===== src/rtl/handshake_rr_share_arbiter.sv =====
// handshake_rr_share_arbiter
// Shares one downstream handshake consumer among NUM_INPUTS producers using a
// round-robin grant. The winning token is registered in a one-slot output
// buffer, so there is no combinational path from outs_valid/ins_valid to
// outs_valid, and the slot can drain and refill on the same edge.
// Optional feature: define HS_ARB_INDEX_EN to add the outs_index port, which
// reports the source channel of the buffered token.
module handshake_rr_share_arbiter #(
  parameter int NUM_INPUTS = 4,
  parameter int DATA_WIDTH = 32,
  localparam int IDX_W = (NUM_INPUTS > 1) ? $clog2(NUM_INPUTS) : 1
) (
  input  logic                             clk,
  input  logic                             rst,
  input  logic [NUM_INPUTS*DATA_WIDTH-1:0] ins,
  input  logic [NUM_INPUTS-1:0]            ins_valid,
  output logic [NUM_INPUTS-1:0]            ins_ready,
  output logic [DATA_WIDTH-1:0]            outs,
  output logic                             outs_valid,
`ifdef HS_ARB_INDEX_EN
  output logic [IDX_W-1:0]                 outs_index,
`endif
  input  logic                             outs_ready
);

  logic [DATA_WIDTH-1:0] outs_q, outs_d;
  logic                  outs_valid_q, outs_valid_d;
  logic [IDX_W-1:0]      ptr_q, ptr_d;

  logic                  grant_found;
  logic [IDX_W-1:0]      grant_idx;
  logic [DATA_WIDTH-1:0] grant_data;
  logic                  can_load;
  logic                  take;
  int                    cand;

  // Round-robin search starting at ptr; the first valid channel wins.
  always_comb begin
    grant_found = 1'b0;
    grant_idx   = '0;
    grant_data  = '0;
    cand        = 0;
    for (int k = 0; k < NUM_INPUTS; k++) begin
      cand = int'(ptr_q) + k;
      if (cand >= NUM_INPUTS) cand = cand - NUM_INPUTS;
      if (!grant_found && ins_valid[cand]) begin
        grant_found = 1'b1;
        grant_idx   = IDX_W'(cand);
        grant_data  = ins[cand*DATA_WIDTH +: DATA_WIDTH];
      end
    end
  end

  // Only the winner sees ready, and only when the slot can accept a token;
  // nothing is accepted while reset is asserted.
  always_comb begin
    can_load  = !outs_valid_q || outs_ready;
    take      = grant_found && can_load && !rst;
    ins_ready = '0;
    if (take) ins_ready[grant_idx] = 1'b1;
  end

  // Next slot contents and pointer: load on a transfer, otherwise drain or hold.
  always_comb begin
    outs_d       = outs_q;
    outs_valid_d = outs_valid_q;
    ptr_d        = ptr_q;
    if (take) begin
      outs_d       = grant_data;
      outs_valid_d = 1'b1;
      if (grant_idx == IDX_W'(NUM_INPUTS - 1)) ptr_d = '0;
      else                                     ptr_d = grant_idx + 1'b1;
    end else if (outs_valid_q && outs_ready) begin
      outs_valid_d = 1'b0;
    end
  end

  // Slot and pointer registers; reset discards any held token.
  always_ff @(posedge clk) begin
    if (rst) begin
      outs_q       <= '0;
      outs_valid_q <= 1'b0;
      ptr_q        <= '0;
    end else begin
      outs_q       <= outs_d;
      outs_valid_q <= outs_valid_d;
      ptr_q        <= ptr_d;
    end
  end

`ifdef HS_ARB_INDEX_EN
  logic [IDX_W-1:0] outs_index_q, outs_index_d;

  // Source index follows the payload: loaded on transfer, held otherwise.
  always_comb begin
    outs_index_d = outs_index_q;
    if (take) outs_index_d = grant_idx;
  end

  // Index register shares the slot's reset behaviour.
  always_ff @(posedge clk) begin
    if (rst) outs_index_q <= '0;
    else     outs_index_q <= outs_index_d;
  end

  assign outs_index = outs_index_q;
`endif

  assign outs       = outs_q;
  assign outs_valid = outs_valid_q;

endmodule

===== config.mk =====
export PLATFORM = sky130hd
export DESIGN_NAME = handshake_rr_share_arbiter
export DESIGN_NICKNAME = d
export VERILOG_FILES = /design/src/rtl/handshake_rr_share_arbiter.sv
export SDC_FILE = /design/constraint.sdc
export NUM_CORES = 1
export LEC_CHECK = 0
export ABC_AREA = 1
export BUFFER_PORTS_ARGS = -buffer_cell sky130_fd_sc_hd__buf_2
export CAP_MARGIN = 10
export CORE_ASPECT_RATIO = 0.8
export CORE_MARGIN = 2
export CORE_UTILIZATION = 38
export CTS_BUF_LIST = sky130_fd_sc_hd__clkbuf_4 sky130_fd_sc_hd__clkbuf_8 sky130_fd_sc_hd__clkbuf_16
export DETAILED_ROUTE_END_ITERATION = 16
export RECOVER_POWER = 100
export SLEW_MARGIN = 20
export SYNTH_ARGS = -nofsm -noshare
export SYNTH_HDL_FRONTEND = slang
export SYNTH_SLANG_ARGS = --single-unit

===== constraint.sdc =====
create_clock -name clk -period 5.3 [get_ports clk]
set_input_delay 1.06 -clock clk [delete_from_list [all_inputs] [get_ports clk]]
set_output_delay 1.06 -clock clk [all_outputs]
set_load 0.02 [all_outputs]

==> results.txt, run 1 <==
status - completed
first-pass GRT wire length - 33900 um
cell taking the most area after synthesis - nand2_1
Post-Route Setup TNS - 0 ns
critical path's most frequent cell - inv_1
# setup viols final - 0
clk buf depth - 2
CP Launch Type - flop
gpl congestion - 0.859
Filler cells - 1806
Layout Nets - 1489
Worst Hold Slack - 0.478 ns
crit-path max FO - 72
Fmax - 227 MHz
Hold Path Class - flop to flop
top cells by area, synth - nand2_1 (33%), o21ai_0 (12%), dfxtp_1 (12%), nor2_1 (11%), nand3_1 (9.6%)
power density cells - 630 nW/um^2
Reg2Reg Depth - 11
Synth Flop Type - dfxtp_1
clock power share - 8.5%
sequential share of the synthesized area - 11.7%
total grt overflow - 0
max_cap viols - 0
DRT Pass-1 Iters - 5
Reg clk slew, reported paths - 0.07 ns
Relative slew margins - 18.2%
Synth Warn # - 0
vias in the first global route - 6581
Psw - 2.64 mW
Buf/Inv on CP - 5
Die X - 144 um
worst-skew pair later-pin latency - 0.29 ns
RSZ-0062 raised after global routing - false
pin slew with the least headroom to its limit - 1.23 ns
Internal - 1.67 mW
post-synthesis cell type count - 31
CTS Sinks - 35
largest net degree at the start of global routing - 100
post-synthesis register bit count - 35
cell family contributing the most delay on the critical path - buffers and inverters
Slew Limit Fails - 0
Initial Util - 38.5%
postcts setup bufs - 0
Max Clock Skew - 0.00967 ns
Die ar. - 16800 sq um
vias - 7723
share of cells above drive strength 1 - 13.3%
wire per inst - 13.5 um
Post-CTS Resized - 0
DR vias/cell - 4.94
Reg power frac - 10.7%
switching share of power - 61.2%
EDFF count, synth - 0
final core utilization - 43.8%
Fin. Hold Viols - 0
depth of the CTS H-tree - 2
Core Rows - 41
CTS root buf - clkbuf_16
final period utilization - 83.1%
io pins - 172
P&R area growth vs syn - 14.0%
area share of the largest cell type after synthesis - 32.7%
Worst path depth - 11
DRT Wirelength - 21100 um
Core Footprint - 15600 sq um
Async SR Flop Fraction - 0%
Setup crit end kind - flop
syn_nets - 1384
cts hold-fix bufs - 0
Leakage - 3.87 nW
CTS tree - built
initial antenna violation count - 1
largest stage delay on the critical path - 0.91 ns
DP HPWL - 14800 um
WHS Path Cells - 2
syn avg cell area - 4.84 sq um
drt drc - 0
critical path's slowest cell - inv_1
CP cell instances - buf_4 > nand3_1 > nand2_4 > inv_1 > nand4_1 > nand2_1 > buf_4 > inv_1 > nand3_1 > nand2_1 > inv_1
Comb power frac - 80.8%
die height - 116 um
dpl cells - 1553
Initial DRC Count - 674
Final Power - 4.31 mW
Port-buffer cells - 171
Final ANT Viol Nets - 0
arrival time at the worst endpoint - 4.60 ns
All-Layer GR Usage - 25.2%
total CTS buffers - 5
Worst VDD drop - 425 uV
min cycle time layout - 4.41 ns
Netlist Area Pre-Place - 6000 sq um
Mapped Cells - 1240
CP Class - flop to flop
Final Non-Filler Cells - 1562
Worst EP required - 5.49 ns
## area by class of cell
class | instances | area (sq um) | share of cell area (%)
antenna | 1 | 2.50 | 0.0366
clock buffer | 5 | 125 | 1.83
clock inverter | 3 | 47.5 | 0.696
inverter | 104 | 390 | 5.71
multi-input combinational | 1014 | 4380 | 64.1
sequential | 35 | 704 | 10.3
tap | 215 | 269 | 3.94
timing repair buffer | 185 | 916 | 13.4
## synthesized netlist by cell type, types with 10 or more instances
| master | count |
|---|---|
| o21ai_1 | 10 |
| nor2_1 | 168 |
| clkbuf_1 | 25 |
| nand2_1 | 522 |
| nand3_1 | 115 |
| buf_4 | 18 |
| dfxtp_1 | 35 |
| o21ai_0 | 141 |
| buf_1 | 11 |
| a21oi_1 | 11 |
| inv_1 | 95 |
| buf_2 | 20 |
| buf_6 | 13 |
## worst paths after layout
path            start  endpoint  slack (ns)
max          ptr_q[1]   outs[0]        0.89
min           outs[2]   outs[2]        0.48
max reg2reg  ptr_q[1]   outs[0]        0.89
min reg2reg   outs[2]   outs[2]        0.48
## flip-flops by register name (all words and copies together) (netlist names)
name,cells
ptr_q,2
outs,32
outs_valid,1
## layer usage
metal	part of all wire (%)	global-route usage, %
met5	0	0
met4	0.95	4.72
met3	9.0	3.73
met2	40	37.7
met1	50	38.3
## per-stage QoR
step	setup WS [ns]	cell area (sq um)
4_1_cts	1.21	6890
3_5_place_dp	1.22	6720
5_1_grt	0.490	6840
6_report	0.893	6840
3_3_place_gp	1.27	6720
2_1_floorplan	1.51	6000
## power by group through the flow
stage,Sequential (mW),Clock [mW],Combinational [mW]
after floorplan,0.592,0,2.63
after global placement,0.466,0,3.44
after detailed placement,0.463,0,3.46
after CTS,0.461,0.372,3.48
after global routing,0.475,0.382,3.97
final,0.462,0.365,3.48
## cells by family after synthesis
kind of cell	after synthesis	synth area share, %
buffers and inverters	191	15.1
AOI/OAI and AO/OA	174	15.1
adders and majority gates	9	1.88
and+or+nand+nor	829	55.8
DFF	35	11.7
muxes	2	0.334
## worst reg2reg max path, delay by kind of cell, from the launching register on
family / cells / cell delay, ns
buffers and inverters: 5 / 2.11
AND/OR/NAND/NOR: 6 / 1.86
flip-flops: 1 / 0.34
## placed cells by master (no fill, tap or decap), drive strengths merged
cell / Yosys / routed
nand2: 527 / 527
a22o: 5 / 5
ha: 9 / 9
dfxtp: 35 / 35
nand4: 2 / 2
and2: 5 / 5
diode: 0 / 1
bufinv: 0 / 1
a21boi: 6 / 6
or2: 7 / 7
buf: 62 / 149
nand3: 118 / 118
inv: 103 / 104
clkbuf: 25 / 41
nor2: 170 / 170
o21ai: 152 / 152
mux2i: 2 / 2
clkinv: 1 / 2
a21oi: 11 / 11
Note: power is estimated with default switching activity, not from simulation.
==> run 2: changes to the inputs <==
- ABC_AREA: 1 -> 0
- clock period: 5.3 -> 4.33 ns (I/O delays scaled with it)
==> results.txt, run 2 <==
Final ANT Viol Nets - 0 (unchanged)
Setup crit end kind - primary output
R2R setup slack - 0.48 ns (-0.41 ns)
CP Class - flop to primary output
power density cells - 749 nW/um^2 (+19%)
Final Non-Filler Cells - 906 (-42%)
Reg2Reg Depth - 8 (-3)
Layout Nets - 839 (-44%)
Async SR Flop Fraction - 0% (unchanged)
area share of the largest cell type after synthesis - 38.1% (+5.5 points)
Internal - 2.68 mW (+60%)
Worst R2R Start - ptr_q[1]
pin slew with the least headroom to its limit - 1.36 ns (+0.138 ns)
largest stage delay on the critical path - 0.60 ns (-0.31 ns)
All-Layer GR Usage - 23.0% (-2.2 points)
Leakage - 2.50 nW (-35%)
total CTS buffers - 5 (unchanged)
clk buf depth - 2 (unchanged)
critical path's slowest cell - clkbuf_4
CTS root buf - clkbuf_16
sequential share of the synthesized area - 11.9% (+0.18 points)
crit-path max FO - 43 (-40%)
dpl cells - 898 (-42%)
DRT Pass-1 Iters - 5 (unchanged)
switching share of power - 48.4% (-13 points)
Core Rows - 40 (-2.4%)
Psw - 2.51 mW (-5.0%)
initial antenna violation count - 1 (unchanged)
CTS tree - built
Post-CTS Resized - 0 (unchanged)
most frequent cells in the layout - buf_2 (136), mux4_2 (100), mux2i_1 (66)
gpl congestion - 0.819 (-4.7%)
Core Footprint - 15100 sq um (-3.1%)
P&R area growth vs syn - 17.2%
WHS Path Cells - 2 (unchanged)
DR vias/cell - 6.52 (+32%)
worst-skew pair later-pin latency - 0.30 ns (about the same)
RSZ-0062 raised after global routing - false
max FFs per register - 32 (unchanged)
Synth Warn # - 0 (unchanged)
DRT Wirelength - 19200 um (-9.2%)
# setup viols final - 0 (unchanged)
cell taking the most area after synthesis - mux4_2
post-synthesis register bit count - 35 (unchanged)
cts hold-fix bufs - 0 (unchanged)
Reg power frac - 11.7% (+1.0 points)
io pins - 172 (unchanged)
CP cell instances - clkbuf_4 > mux4_2 > buf_4 > o21ai_0 > o21ai_1 > inv_1 > ha_1 > and2_1 > buf_2
Comb power frac - 80.3% (-0.5 points)
Worst VDD drop - 641 uV (+51%)
syn avg cell area - 10.1 sq um (+110%)
share of cells above drive strength 1 - 43.5% (+30 points)
Slew Limit Fails - 0 (unchanged)
most numerous cell in the Yosys netlist - mux4_2
Post-Route Setup TNS - 0 ns (unchanged)
FF-to-FF End - outs[2]
status - completed
Reg clk slew, reported paths - 0.06 ns (about the same)
depth of the CTS H-tree - 2 (unchanged)
Initial DRC Count - 465 (-31%)
Worst EP required - 3.46 ns (-2.03 ns)
most common cell after layout, fill and taps aside - buf_2
first-pass GRT wire length - 30000 um (-12%)
CP Launch Type - flop
Hold Path Class - flop to flop
min-delay src - outs[0]
max_cap viols - 0 (unchanged)
Synth Flop Type - dfxtp_1
syn_nets - 726 (-48%)
Fin. Hold Viols - 0 (unchanged)
clock power share - 8.0% (-0.5 points)
Mapped Cells - 582 (-53%)
die height - 116 um (-0.73%)
Die ar. - 16600 sq um (-1.5%)
CTS Sinks - 35 (unchanged)
wire per inst - 21.2 um (+56%)
vias in the first global route - 5736 (-13%)
post-synthesis cell type count - 34 (+9.7%)
total grt overflow - 0 (unchanged)
Relative slew margins - 9.13% (-9.1 points)
Max Clock Skew - 0.00400 ns (-0.00567 ns)
largest net degree at the start of global routing - 77 (-23%)
final period utilization - 91.1%
ANT cells - 0 (-1)
postcts setup bufs - 0 (unchanged)
Initial Util - 39.1% (+0.62 points)
drt drc - 0 (unchanged)
arrival time at the worst endpoint - 3.08 ns (-1.52 ns)
EDFF count, synth - 0 (unchanged)
Netlist Area Pre-Place - 5910 sq um (-1.5%)
Die X - 143 um (-0.74%)
WHS Endpoint - outs[0]
top cells by area, synth - mux4_2 (38%), dfxtp_1 (12%), mux2i_1 (11%), o221a_2 (6.1%), nand3_1 (5.4%)
min cycle time layout - 3.94 ns
Synth top cells by count - mux4_2 (100), mux2i_1 (67), nand3_1 (64)
Port-buffer cells - 171 (unchanged)
DP HPWL - 12700 um (-15%)
vias - 5910 (-23%)
Fmax - 254 MHz
## run 2: cell types whose count changed in the layout (fill, tap and decap cells not counted), moves of 52 or more
| cell | before | now |
|---|---|---|
| inv_1 | 97 | 3 |
| mux2i_1 | 2 | 66 |
| mux4_2 | 0 | 100 |
| nand2_1 | 523 | 36 |
| nand3_1 | 116 | 64 |
| nor2_1 | 167 | 2 |
| o21ai_0 | 141 | 33 |
## run 2: how the worst max path moves through the flow
| stage | startpoint | to | slack [ns] | cells past startpoint |
|---|---|---|---|---|
| 2_1_floorplan | ptr_q[1] | ins_ready[0] | 0.35 | 14 |
| 3_3_place_gp | ins_valid[1] | ins_ready[2] | 0.75 | 7 |
| 3_5_place_dp | ins_valid[1] | ins_ready[0] | 0.70 | 9 |
| 4_1_cts | ptr_q[0] | ins_ready[0] | 0.42 | 9 |
| 5_1_grt | ptr_q[1] | ptr_q[1] | 0.13 | 8 |
| 6_report | ptr_q[0] | ins_ready[0] | 0.39 | 9 |
## run 2: cells by family after synthesis
family                   Yosys count  synth area share (%)
multiplexers                     169                  49.9
AO/OA/AOI/OAI                    168                  19.9
AND/OR/NAND/NOR                  116                  9.70
buffers and inverters             85                  6.72
flip-flops                        35                  11.9
adder cells (fa/ha/maj)            9                  1.91
## run 2: routing by layer
metal,routed length (um),part of all wire (%),GRT usage [%]
met1,8050,42,30.5
met2,9090,47,37.7
met3,1670,8.7,4.05
met4,384,2.0,8.95
met5,7,0.036,0
## run 2: critical path, delay by kind of cell (launching register included)
family	cells	cell delay [ns]
AO/OA/AOI/OAI	2	0.43
adder cells (fa/ha/maj)	1	0.21
buffers and inverters	4	1.30
flip-flops	1	0.37
multiplexers	1	0.35
AND/OR/NAND/NOR	1	0.13
## run 2: power groups by stage
stage | registers [mW] | clock network (mW) | logic, mW
floorplan | 0.781 | 0 | 3.20
global placement | 0.606 | 0 | 4.12
detailed placement | 0.608 | 0 | 4.23
CTS | 0.602 | 0.424 | 4.23
global route | 0.626 | 0.430 | 4.53
finish | 0.607 | 0.413 | 4.16
## run 2: through the flow
stage	util [%]	power (mW)	area (sq um)	setup WS (ns)	hold WS [ns]
after floorplan	-	3.98	5910	0.355	0.565
after global placement	45.1	4.73	6810	0.753	0.500
after detailed placement	45.1	4.83	6810	0.703	0.496
after CTS	46.1	5.26	6970	0.420	0.505
after global routing	45.8	5.58	6920	0.131	0.528
final	45.8	5.18	6920	0.386	0.507
## run 2: final cells by class
| cell class | count | area (sq um) |
|---|---|---|
| clock buffer | 8 | 160 |
| fill | 1469 | 8190 |
| inverter | 5 | 18.8 |
| multi-input combinational | 462 | 4840 |
| sequential | 35 | 704 |
| tap | 210 | 263 |
| timing repair buffer | 186 | 936 |
